<file path="config.mk">
export PLATFORM = sky130hd
export DESIGN_NAME = v810_bus_arb
export DESIGN_NICKNAME = d
export VERILOG_FILES = /design/src/rtl/v810_bus_pkg.sv /design/src/rtl/v810_bus_arb.sv
export SDC_FILE = /design/constraint.sdc
export NUM_CORES = 1
export LEC_CHECK = 0
export CAP_MARGIN = 25
export CORE_AREA = 2 2 107 109
export CTS_CLUSTER_SIZE = 40
export DETAILED_ROUTE_END_ITERATION = 10
export DIE_AREA = 0 0 109 111
export SLEW_MARGIN = 20
export SYNTH_ARGS = -nofsm -noshare
export SYNTH_HDL_FRONTEND = slang
export SYNTH_SLANG_ARGS = --single-unit
export TNS_END_PERCENT = 1
</file>
<file path="constraint.sdc">
create_clock -name CLK -period 2 [get_ports CLK]
set_input_delay 0.2 -clock CLK [delete_from_list [all_inputs] [get_ports CLK]]
set_output_delay 0.2 -clock CLK [all_outputs]
set_load 0.005 [all_outputs]
</file>
<file path="src/rtl/v810_bus_pkg.sv">
// v810_bus_pkg: ownership encoding and request payload shared by the bus arbiter and fetch unit
package v810_bus_pkg;
  typedef enum logic [1:0] {ARB_IDLE = 2'd0, ARB_IF = 2'd1, ARB_EU = 2'd2} arb_own_t;
  typedef struct packed {
    logic [31:0] a;
    logic [31:0] d;
    logic [1:0]  bc;
    logic [3:0]  be;
    logic        wr;
  } bus_req_t;
endpackage

</file>
<file path="src/rtl/v810_bus_arb.sv">
// v810_bus_arb: locks the v810_mem request port to fetch or data unit, data first with fetch starvation guard
module v810_bus_arb
  import v810_bus_pkg::*;
#(
  parameter int STARVE_MAX = 3,
  parameter int CNT_W = 4
) (
  input  logic        CLK,
  input  logic        RES,
  input  logic        CE,
  input  logic [29:0] IFA,
  input  logic        IFREQ,
  output logic [31:0] IFD,
  output logic        IFACK,
  input  logic        IFFLUSH,
  input  logic [31:0] EUA,
  input  logic [31:0] EUD_O,
  output logic [31:0] EUD_I,
  input  logic [1:0]  EUBC,
  input  logic [3:0]  EUBE,
  input  logic        EUWR,
  input  logic        EUREQ,
  output logic        EUACK,
  output logic [31:0] EDA,
  output logic [31:0] EDD_O,
  input  logic [31:0] EDD_I,
  output logic [1:0]  EDBC,
  output logic [3:0]  EDBE,
  output logic        EDWR,
  output logic        EDREQ,
  input  logic        EDACK,
  output logic [1:0]  OWNER
);
  arb_own_t own, sel;
  logic [CNT_W-1:0] starve_cnt;
  logic if_drop, if_ok, starved;
  bus_req_t eu_r, if_r, ed_r;
  always_comb begin
    if_ok = IFREQ & ~IFFLUSH;
    starved = starve_cnt == CNT_W'(STARVE_MAX);
    sel = own != ARB_IDLE ? own :
          (EUREQ & if_ok & starved) ? ARB_IF :
          EUREQ ? ARB_EU :
          if_ok ? ARB_IF : ARB_IDLE;
    eu_r = '{a: EUA, d: EUD_O, bc: EUBC, be: EUBE, wr: EUWR};
    if_r = '{a: {IFA, 2'b00}, d: 32'd0, bc: 2'd3, be: 4'hF, wr: 1'b0};
    ed_r = sel == ARB_IF ? if_r : eu_r;
  end
  assign {EDA, EDD_O, EDBC, EDBE, EDWR} = ed_r;
  assign EDREQ = ~RES & (sel != ARB_IDLE);
  assign EUACK = ~RES & EDACK & (sel == ARB_EU);
  assign IFACK = ~RES & EDACK & (sel == ARB_IF) & ~if_drop & ~IFFLUSH;
  assign IFD = EDD_I;
  assign EUD_I = EDD_I;
  assign OWNER = own;
  always_ff @(posedge CLK or posedge RES) begin
    if (RES) begin
      own <= ARB_IDLE;
      starve_cnt <= '0;
      if_drop <= 1'b0;
    end else if (CE) begin
      own <= EDACK ? ARB_IDLE : sel;
      if_drop <= (sel == ARB_IF & EDACK) ? 1'b0 : (sel == ARB_IF & IFFLUSH) ? 1'b1 : if_drop;
      // dropping IFREQ wins over any completion in the same cycle
      starve_cnt <= ~IFREQ ? '0 :
                    (EDACK & sel == ARB_IF) ? '0 :
                    (EDACK & sel == ARB_EU & ~starved) ? starve_cnt + CNT_W'(1) : starve_cnt;
    end
  end
endmodule
</file>
== Word-level counts from Yosys, hierarchy flattened ==
Index checks and enable logic that the tools add are counted.

* Logic and storage cells: 41
* Bits in read-only memories: 0
* Bits in writable memories: 0
* Memories: 0
* Flip-flop bits (word level): 7
* Latch bits: 0
* Output and inout port bits: 140
* Input bits: 140

* Multiplexer cells: 11
* Shift operators: 0
* Order comparisons: 0
* Add/subtract/negate cells: 1
* Bitwise operators: 17
* Div/mod/pow operators: 0
* Reductions and logical operators: 5
* Equality and inequality tests: 4
* Multiply operators: 0

{| class="wikitable"
|+ Operators by type and width
! cell !! count
|-
| 71-bit two-way mux || 1
|-
| 1-bit bitwise AND || 13
|-
| 4-bit two-way mux || 3
|-
| 2-bit two-way mux || 4
|-
| 2-bit nonzero test || 3
|-
| 4-bit by 1-bit adder with 4-bit output, second input constant || 1
|-
| 4-bit by 2-bit equality test with 1-bit output, second input constant || 1
|-
| 1-bit inverter || 4
|-
| 2-bit AND reduction || 2
|-
| 1-bit two-way mux || 3
|-
| 3-bit by 1-bit != test with 1-bit output, second input constant || 1
|-
| 2-bit by 1-bit equality test with 1-bit output, second input constant || 1
|-
| 2-bit equality test, second input constant || 1
|}

== Longest topological paths before layout ==
* Word-level depth: 12
* Depth in mapped cells: 7
* Mapped depth without buffers: 5

== Worst setup path after synthesis ==
Ideal clock, no wire load.

* Path kind: register -> output
* Start point: register starve_cnt[0]
* End point: output EDA[15]
* Slack: 259 ps
* Required time: 1,800 ps
* Stages on the path, launching flop included: 7
* Data arrival time: 1,541 ps
* Path buffers: 2
* Cell sequence: dfrtp_1 -> ha_1 -> nor3b_2 -> o221ai_2 -> buf_6 -> buf_6 -> mux2_4

* Word-level cells in the longest chain between the ends: 6

{| class="wikitable"
|+ RTL lines
! item !! line !! text
|-
| start, declared || v810_bus_arb.sv:35 || <nowiki>logic [CNT_W-1:0] starve_cnt;</nowiki>
|-
| start signal, assigned || v810_bus_arb.sv:65 || <nowiki>starve_cnt <= ~IFREQ ? '0 :</nowiki>
|-
| 4-bit by 2-bit equality test with 1-bit output || v810_bus_arb.sv:40 || <nowiki>starved = starve_cnt == CNT_W'(STARVE_MAX);</nowiki>
|-
| 1-bit bitwise AND || v810_bus_arb.sv:42 || <nowiki>(EUREQ & if_ok & starved) ? ARB_IF :</nowiki>
|-
| 2-bit two-way mux || v810_bus_arb.sv:42 ||
|-
| 2-bit two-way mux || v810_bus_arb.sv:41 || <nowiki>sel = own != ARB_IDLE ? own :</nowiki>
|-
| 2-bit by 1-bit equality test with 1-bit output || v810_bus_arb.sv:47 || <nowiki>ed_r = sel == ARB_IF ? if_r : eu_r;</nowiki>
|-
| 71-bit two-way mux || v810_bus_arb.sv:47 ||
|-
| end, declared || v810_bus_arb.sv:24 || <nowiki>output logic [31:0] EDA,</nowiki>
|}

Every way passes these cells.

== Worst setup path after layout ==
* Start point: register starve_cnt[1]
* End point: output EDA[30]

Same word-level chain as after synthesis.

==> parameters.txt <==
Parameter                              Value

Outcome
  Outcome ... finished with violations
  Violations in the final reports ... negative setup slack

Timing
  Max_slew headroom ... 62.4%
  Final WS setup ... -0.319 ns
  Transition time of the tightest slew-check pin ... between 0.5 and 0.6 ns
  Clock Skew ... between 0.003 and 0.004 ns
  Number of max-slew violations in the final report ... 0
  Final Setup Violations ... 57
  Post-layout min period ... 2.32 ns
  Unrepaired setup endpoints after global routing ... yes
  Final worst-path cycle share ... 116%
  Highest clock frequency the design can meet ... approximately 0.43 GHz
  Hold Fails Final Rpt ... 0

Routing
  Post-DRT Antenna Nets ... 0
  Number of iterations in the first detailed-routing pass ... 4
  Violation count after the first detailed-routing iteration ... 87
  Remaining routing DRC violations ... 0
  Average via count per standard cell ... 3.86
  Total Wirelength ... approximately 7400 um
  Overall via count from detail_route ... 1919
  DR WL/cell ... approximately 15 um

Pwr
  Static power due to leakage ... roughly 1.7 nW
  P per Cell Area ... 395 nW/um^2
  Portion of total power attributed to sequential cells ... about 13%
  VDD IR-drop max ... approximately 0.27 mV
  Comb power frac ... 63.1%
  Switching part of the total power ... a little over a quarter
  Clock Power Share ... 24.3%
  Total power consumption of the routed design ... about 0.0014 W
  Internal Dissipation ... between 0.001 and 0.0015 W
  Net Switching ... approximately 0.00037 W

Worst setup path
  Setup slack of the most critical reg-to-reg path ... 0.31 ns
  End of the worst register-to-register path ... starve_cnt[2]$_DFFE_PP0P_
  Largest fanout on the critical path ... 8
  Startpoint of the most critical register-to-register path ... starve_cnt[1]$_DFFE_PP0P_
  Kind of critical path ... reg2out
  CP Capture Type ... output port
  Data required time of the worst path ... between 1.5 and 2 ns
  Worst reg-to-reg path cell count ... 7
  Crit path launch type ... flip-flop
  Worst EP arrival ... around 2.1 ns

Placement
  Quantity of I/O buffers inserted on ports ... about 180
  DP HPWL ... about 5500 um
  Weighted congestion reported at the end of routability-driven placement ... 0.750

Final layout
  Share of layout cells above drive strength 1 ... between 40% and 50%
  P&R area growth vs syn ... 114%
  Antenna diode count ... 0
  Layout fillers ... approximately 1200
  Reg area ... 175 sq um
  Most used cells in the layout excluding fill and tap cells ... sky130_fd_sc_hd__clkdlybuf4s50_1 (109), sky130_fd_sc_hd__clkbuf_2 (42), sky130_fd_sc_hd__buf_6 (22)
  Net count of the finished layout ... 496
  Area of the multi-input gates ... 1010 sq um
  Finished Core Util ... between 30% and 40%
  Leading cell type in the layout, fill and taps excluded ... sky130_fd_sc_hd__clkdlybuf4s50_1

Logic synthesis
  Post-Synthesis Cell Area ... 1670 sq um
  Number of nets produced by synthesis ... approximately 340
  Total number of yosys warnings ... 0
  Share of synthesized area spent on multiplexers ... a little under a quarter
  Synthesized-area fraction occupied by adder cells ... 0.751%
  Mean instance size in the synthesized netlist ... 8.21 sq um
  Proportion of register bits with asynchronous set or reset after synthesis ... 100%
  Main combinational cell family by area after synthesis ... buffers and inverters
  Area fraction in compound gates after synthesis ... under 10%
  Total of flip-flops plus latches after synthesis ... 7
  Count of distinct cell types in the synthesized netlist ... 29
  Post-Synth XOR/XNOR Area ... 0%
  Simple-gate share of the synthesized area ... about a quarter
  Number of synthesized flops with an enable pin ... 0
  Share of the yosys chip area belonging to registers ... between 10% and 20%
  Post-Synthesis Cells ... around 200
  Synth Flop Type ... sky130_fd_sc_hd__dfrtp_1

Floorplanning
  Initial cell density of the core ... 15.0%
  Number of rows created at floorplan ... 39
  Core footprint ... ~11000 sq um
  Overall die height ... approximately 110 um
  Die X ... 109 um
  I/O pin count ... 280
  Total Die Area ... 12100 sq um

Global route
  Residual overflow from global routing ... 0
  Antenna violations before repair ... 0
  First-pass GRT wire length ... between 10000 and 15000 um
  Largest net degree at the start of global routing ... 18
  All-Layer GR Usage ... between 10% and 20%
  Vias in the first global route ... between 2000 and 2500

CTS
  Clk_lat worst skew ... around 0.23 ns
  H-tree depth ... 1
  Number of buffers added by the clock tree synthesis step ... 3
  Hold-fix buffers, CTS ... 0
  Clk slew on worst S/H paths ... about 0.04 ns
  CTS tree ... done
  Clk sink count ... 7
  Clock buffer depth ... 2
  Buffer type at the clock tree root ... sky130_fd_sc_hd__clkbuf_16

Flow run
  Count of maximum capacitance violations ... 0

Worst hold path
  Class of the worst hold path ... in2async
## cell families (layout without fill, tap and decap cells)
kind of cell | count (synthesis) | after routing
adders and majority gates | 1 | 1
buffers and inverters | 82 | 233
DFF | 7 | 7
muxes | 30 | 30
and+or+nand+nor | 66 | 66
AOI/OAI and AO/OA | 17 | 17
## registers in the layout, summed over array words and instances (netlist names)
register    count
OWNER           2
if_drop         1
starve_cnt      4
## Yosys cell counts (2+ instances only)
cell type | instances | area, sq um
sky130_fd_sc_hd__a21oi_1 | 3 | 15.0
sky130_fd_sc_hd__a31oi_1 | 4 | 25.0
sky130_fd_sc_hd__and2_1 | 35 | 219
sky130_fd_sc_hd__buf_2 | 3 | 15.0
sky130_fd_sc_hd__buf_4 | 64 | 480
sky130_fd_sc_hd__buf_6 | 3 | 33.8
sky130_fd_sc_hd__clkbuf_1 | 4 | 15.0
sky130_fd_sc_hd__dfrtp_1 | 7 | 175
sky130_fd_sc_hd__inv_1 | 8 | 30.0
sky130_fd_sc_hd__mux2_2 | 14 | 158
sky130_fd_sc_hd__mux2_4 | 16 | 240
sky130_fd_sc_hd__nand2_1 | 7 | 26.3
sky130_fd_sc_hd__nand2b_1 | 9 | 56.3
sky130_fd_sc_hd__nand3_1 | 2 | 10.0
sky130_fd_sc_hd__nor2_1 | 4 | 15.0
sky130_fd_sc_hd__nor2b_1 | 3 | 18.8
sky130_fd_sc_hd__nor3_1 | 2 | 10.0
sky130_fd_sc_hd__nor4_1 | 2 | 12.5
sky130_fd_sc_hd__o21ai_0 | 3 | 15.0
## what timing repair did
item                       4_1_cts  5_1_grt
pin swaps                       11        4
hold endpoints to repair         0        0
cloned                           5        0
setup endpoints to repair       74       74
setup buffers                   12        1
gates resized for setup        241       60
## per-layer routing
metal  share of wire, %  vias to the layer above  track usage (%)
li1                   -                      907                -
met1                 32                      860             11.2
met2                 56                      123             23.2
met3                 10                       29             2.12
met4                2.0                        0             3.25
met5                  0                        -                0
## power by group through the flow
| stage | sequential (W) | combinational, W | clock (W) |
|---|---|---|---|
| global route | 0.000178 | 0.000958 | 0.000359 |
| finish | 0.000177 | 0.000890 | 0.000343 |
| CTS | 0.000176 | 0.000914 | 0.000348 |
| floorplan | 0.000176 | 0.000360 | 0 |
| global placement | 0.000172 | 0.000804 | 0 |
| detailed placement | 0.000173 | 0.000811 | 0 |
## worst max-delay path: stages (launching register included)
cell                       delay, ns
sky130_fd_sc_hd__dfrtp_1        0.35
sky130_fd_sc_hd__ha_2           0.19
sky130_fd_sc_hd__nor3b_4        0.25
sky130_fd_sc_hd__o221ai_4       0.15
sky130_fd_sc_hd__buf_6          0.16
sky130_fd_sc_hd__buf_12         0.13
sky130_fd_sc_hd__buf_12         0.12
sky130_fd_sc_hd__buf_16         0.13
sky130_fd_sc_hd__mux2_4         0.30
sky130_fd_sc_hd__buf_6          0.11
## how the worst max path moves through the flow
stage | from | endpoint | slack [ns] | cells past startpoint
6_report | starve_cnt[1]$_DFFE_PP0P_ | EDA[30] | -0.32 | 9
5_1_grt | starve_cnt[1]$_DFFE_PP0P_ | EDA[30] | -0.41 | 9
4_1_cts | starve_cnt[1]$_DFFE_PP0P_ | EDA[30] | -0.36 | 9
3_5_place_dp | IFREQ | IFACK | -0.42 | 5
3_3_place_gp | IFREQ | IFACK | -0.34 | 5
2_1_floorplan | starve_cnt[0]$_DFFE_PP0P_ | EDA[15] | 0.26 | 6
## stage by stage
step / setup slack [ns] / TNS, ns / std cells / hold slack, ns / cell area [sq um]
floorplan: 0.259 / 0 / 203 / 0.0116 / 1670
global placement: -0.337 / -14.84 / 475 / 0.400 / 3320
detailed placement: -0.415 / -16.75 / 475 / 0.400 / 3320
CTS: -0.357 / -15.72 / 496 / 0.296 / 3710
global route: -0.405 / -15.63 / 497 / 0.325 / 3570
finish: -0.319 / -10.45 / 497 / 0.291 / 3570
## final cells by class
cell class	instances	share of cell area, %
Timing Repair Buffer	221	58.9
Clock buffer	4	2.21
Sequential cell	7	4.90
Inverter	8	0.840
Multi-Input combinational cell	114	28.2
Tap cell	143	5.01
(Power assumes the default switching activity.)
==> variant (same flow settings) <==
`CNT_W`: 4 -> 5.
--- a/src/rtl/v810_bus_arb.sv
+++ b/src/rtl/v810_bus_arb.sv
@@ -5,3 +5,3 @@
   parameter int STARVE_MAX = 3,
-  parameter int CNT_W = 4
+  parameter int CNT_W = 5
 ) (
Formal check against the unedited RTL: no difference found for any inputs over 10 cycles, from zero or initial values; that may be too few to reach the edited logic, so the function may still have changed.
==> variant against the original RTL <==
- the run still ends with setup timing left
- critical path depth down 1
- wire length up 4.3%
- cell area decreased by 0.88%
- setup slack got worse by 0.23 ns
- count of clock-buffer cells in the layout decreased by 1
- clock power about the same
- utilization is 0.28 points lower
- power is 6.1% higher
- sequential power up 21%
- area after synthesis rose by 9.2%
- worst hold slack improved by 0.0091 ns
- synthesized cell count grew 2.0%
- sequential cell count rose by 1
- critical path type unchanged
- largest power group unchanged
==> variant: results (changes against the original RTL) <==
STA
  • Post-layout worst setup margin: -0.549 ns (-0.230 ns)
  • Transition time of the tightest slew-check pin: 0.513 ns (-0.0450 ns)
  • Worst-case clock skew: 0.00260 ns (-0.000885 ns)
  • WHS: 0.300 ns (+0.00909 ns)
  • Final setup viols: 73 (+28%)

Synth
  • Mean instance size in the synthesized netlist: 8.79 um2 (+7.0%)
  • Synth top area cells: sky130_fd_sc_hd__buf_4 (26%), sky130_fd_sc_hd__mux2_4 (25%), sky130_fd_sc_hd__and2_1 (12%)
  • Sequential share of the synthesized area: 0.110 (+0.00494)
  • Most used standard cells in the synthesized netlist: sky130_fd_sc_hd__buf_4 (64), sky130_fd_sc_hd__and2_1 (35), sky130_fd_sc_hd__mux2_4 (30)
  • Number of nets produced by synthesis: 348 (+1.2%)
  • Unique masters post-synth: 32 (+10%)

Pwr
  • Leakage power: 0.00168 uW (+0.51%)
  • Maximum vdd ir drop: 0.288 mV (+8.2%)

Global route
  • Wire length of the first global-routing pass: 10500 um (-1.8%)
  • Largest net degree at the start of global routing: 22 (+4)
  • Global router's overall resource usage: 0.108 (-0.00566)

Placed design
  • Post-Place Cells: 485 (+2.1%)
  • Placed standard-cell area: 3480 um2 (+4.9%)
  • Pre-CTS worst setup slack: -0.627 ns (-0.212 ns)
  • Global placer's final weighted congestion: 0.774 (+3.2%)
  • Post-DP HPWL: 6140 um (+13%)
  • Number of port buffers: 183 (unchanged)

Layout
  • Max reg flops: 5 (+1)
  • Share of final-layout standard cells stronger than drive strength 1: 0.430 (-0.0392)
  • Final Non-Filler Cells: 506 (+1.8%)

Run status
  • Result of the run: finished, violations left
  • Violations in the final reports: setup timing

Detailed routing
  • Number of design-rule violations left by the first detailed-router iteration: 67 (-23%)
  • Detailed-route via count: 2005 (+4.5%)
  • Post-detailed-route wirelength per cell: 15.2 um (+2.4%)

Worst setup path
  • Biggest fanout along the worst timing path: 6 (-2)
  • Reg-to-reg slack, setup: 0.10 ns (-0.21 ns)
==> variant: cell count changes after synthesis, moves of 3 or more <==
cell	change
sky130_fd_sc_hd__mux2_2	-14
sky130_fd_sc_hd__buf_2	-3
sky130_fd_sc_hd__nand4_1	+3
sky130_fd_sc_hd__or3_1	+8
sky130_fd_sc_hd__mux2_4	+14
sky130_fd_sc_hd__buf_6	+4
sky130_fd_sc_hd__a31oi_1	-3
sky130_fd_sc_hd__and3_1	+4
sky130_fd_sc_hd__inv_1	-3
sky130_fd_sc_hd__nand2b_1	-5
sky130_fd_sc_hd__nand3_1	+3
==> variant: cell type report <==
class                           count  area, um2
Clock buffer                        3       75.1
Inverter                            5       18.8
Fill cell                        1170       7530
Multi-Input combinational cell    122       1090
Timing Repair Buffer              225       1980
Sequential cell                     8        200
Tap cell                          143        179
==> variant: kinds of logic after synthesis <==
logic type               share of synthesized area
AO/OA/AOI/OAI                               0.0702
adder cells (fa/ha/maj)                    0.00688
buffers and inverters                        0.322
flip-flops                                   0.110
multiplexers                                 0.248
AND/OR/NAND/NOR                              0.243
==> variant: where the power goes <==
group	internal, uW	switching (uW)
Combinational	622	317
Sequential	194	21.8
Clock	259	84.5
Total	1070	423
==> variant: critical path, stage by stage, from the launching register on <==
cell                      delay, ns
sky130_fd_sc_hd__dfrtp_1       0.35
sky130_fd_sc_hd__ha_2          0.19
sky130_fd_sc_hd__or4b_4        0.49
sky130_fd_sc_hd__a21oi_4       0.28
sky130_fd_sc_hd__nor2_4        0.12
sky130_fd_sc_hd__buf_6         0.17
sky130_fd_sc_hd__buf_6         0.11
sky130_fd_sc_hd__mux2_4        0.29
sky130_fd_sc_hd__buf_6         0.11
==> variant: path summary, 6_finish.rpt <==
check,start,to,depth (start not counted)
max reg2reg,starve_cnt[0],if_drop,6
max,starve_cnt[0],EDA[11],8
min,RES,starve_cnt[0],3
max in group asynchronous,RES,if_drop,3
min in group CLK,EDD_I[7],EUD_I[7],0
min reg2reg,if_drop,if_drop,1
==> variant: layer usage <==
layer  up-vias  wire length, um  track usage
met2       153             3750        0.192
met3         3             1120       0.0470
met1       898             2830        0.123
li1        951                -            -
met5         -                0            0
met4         0                9       0.0111
==> variant: stage by stage <==
step | utilization | total power (uW) | TNS [ns]
2_1_floorplan | - | 661 | -0.102
3_3_place_gp | 0.314 | 1160 | -36.42
3_5_place_dp | 0.314 | 1170 | -36.67
4_1_cts | 0.323 | 1500 | -34.20
5_1_grt | 0.320 | 1590 | -37.82
6_report | 0.320 | 1500 | -29.86
==> variant: timing repair <==
item / CTS / global route
buffers inserted: 2 / 15
pin swaps: 5 / 7
endpoints found under the setup margin: 74 / 75
gates resized for setup: 118 / 122
gates cloned: 1 / 2
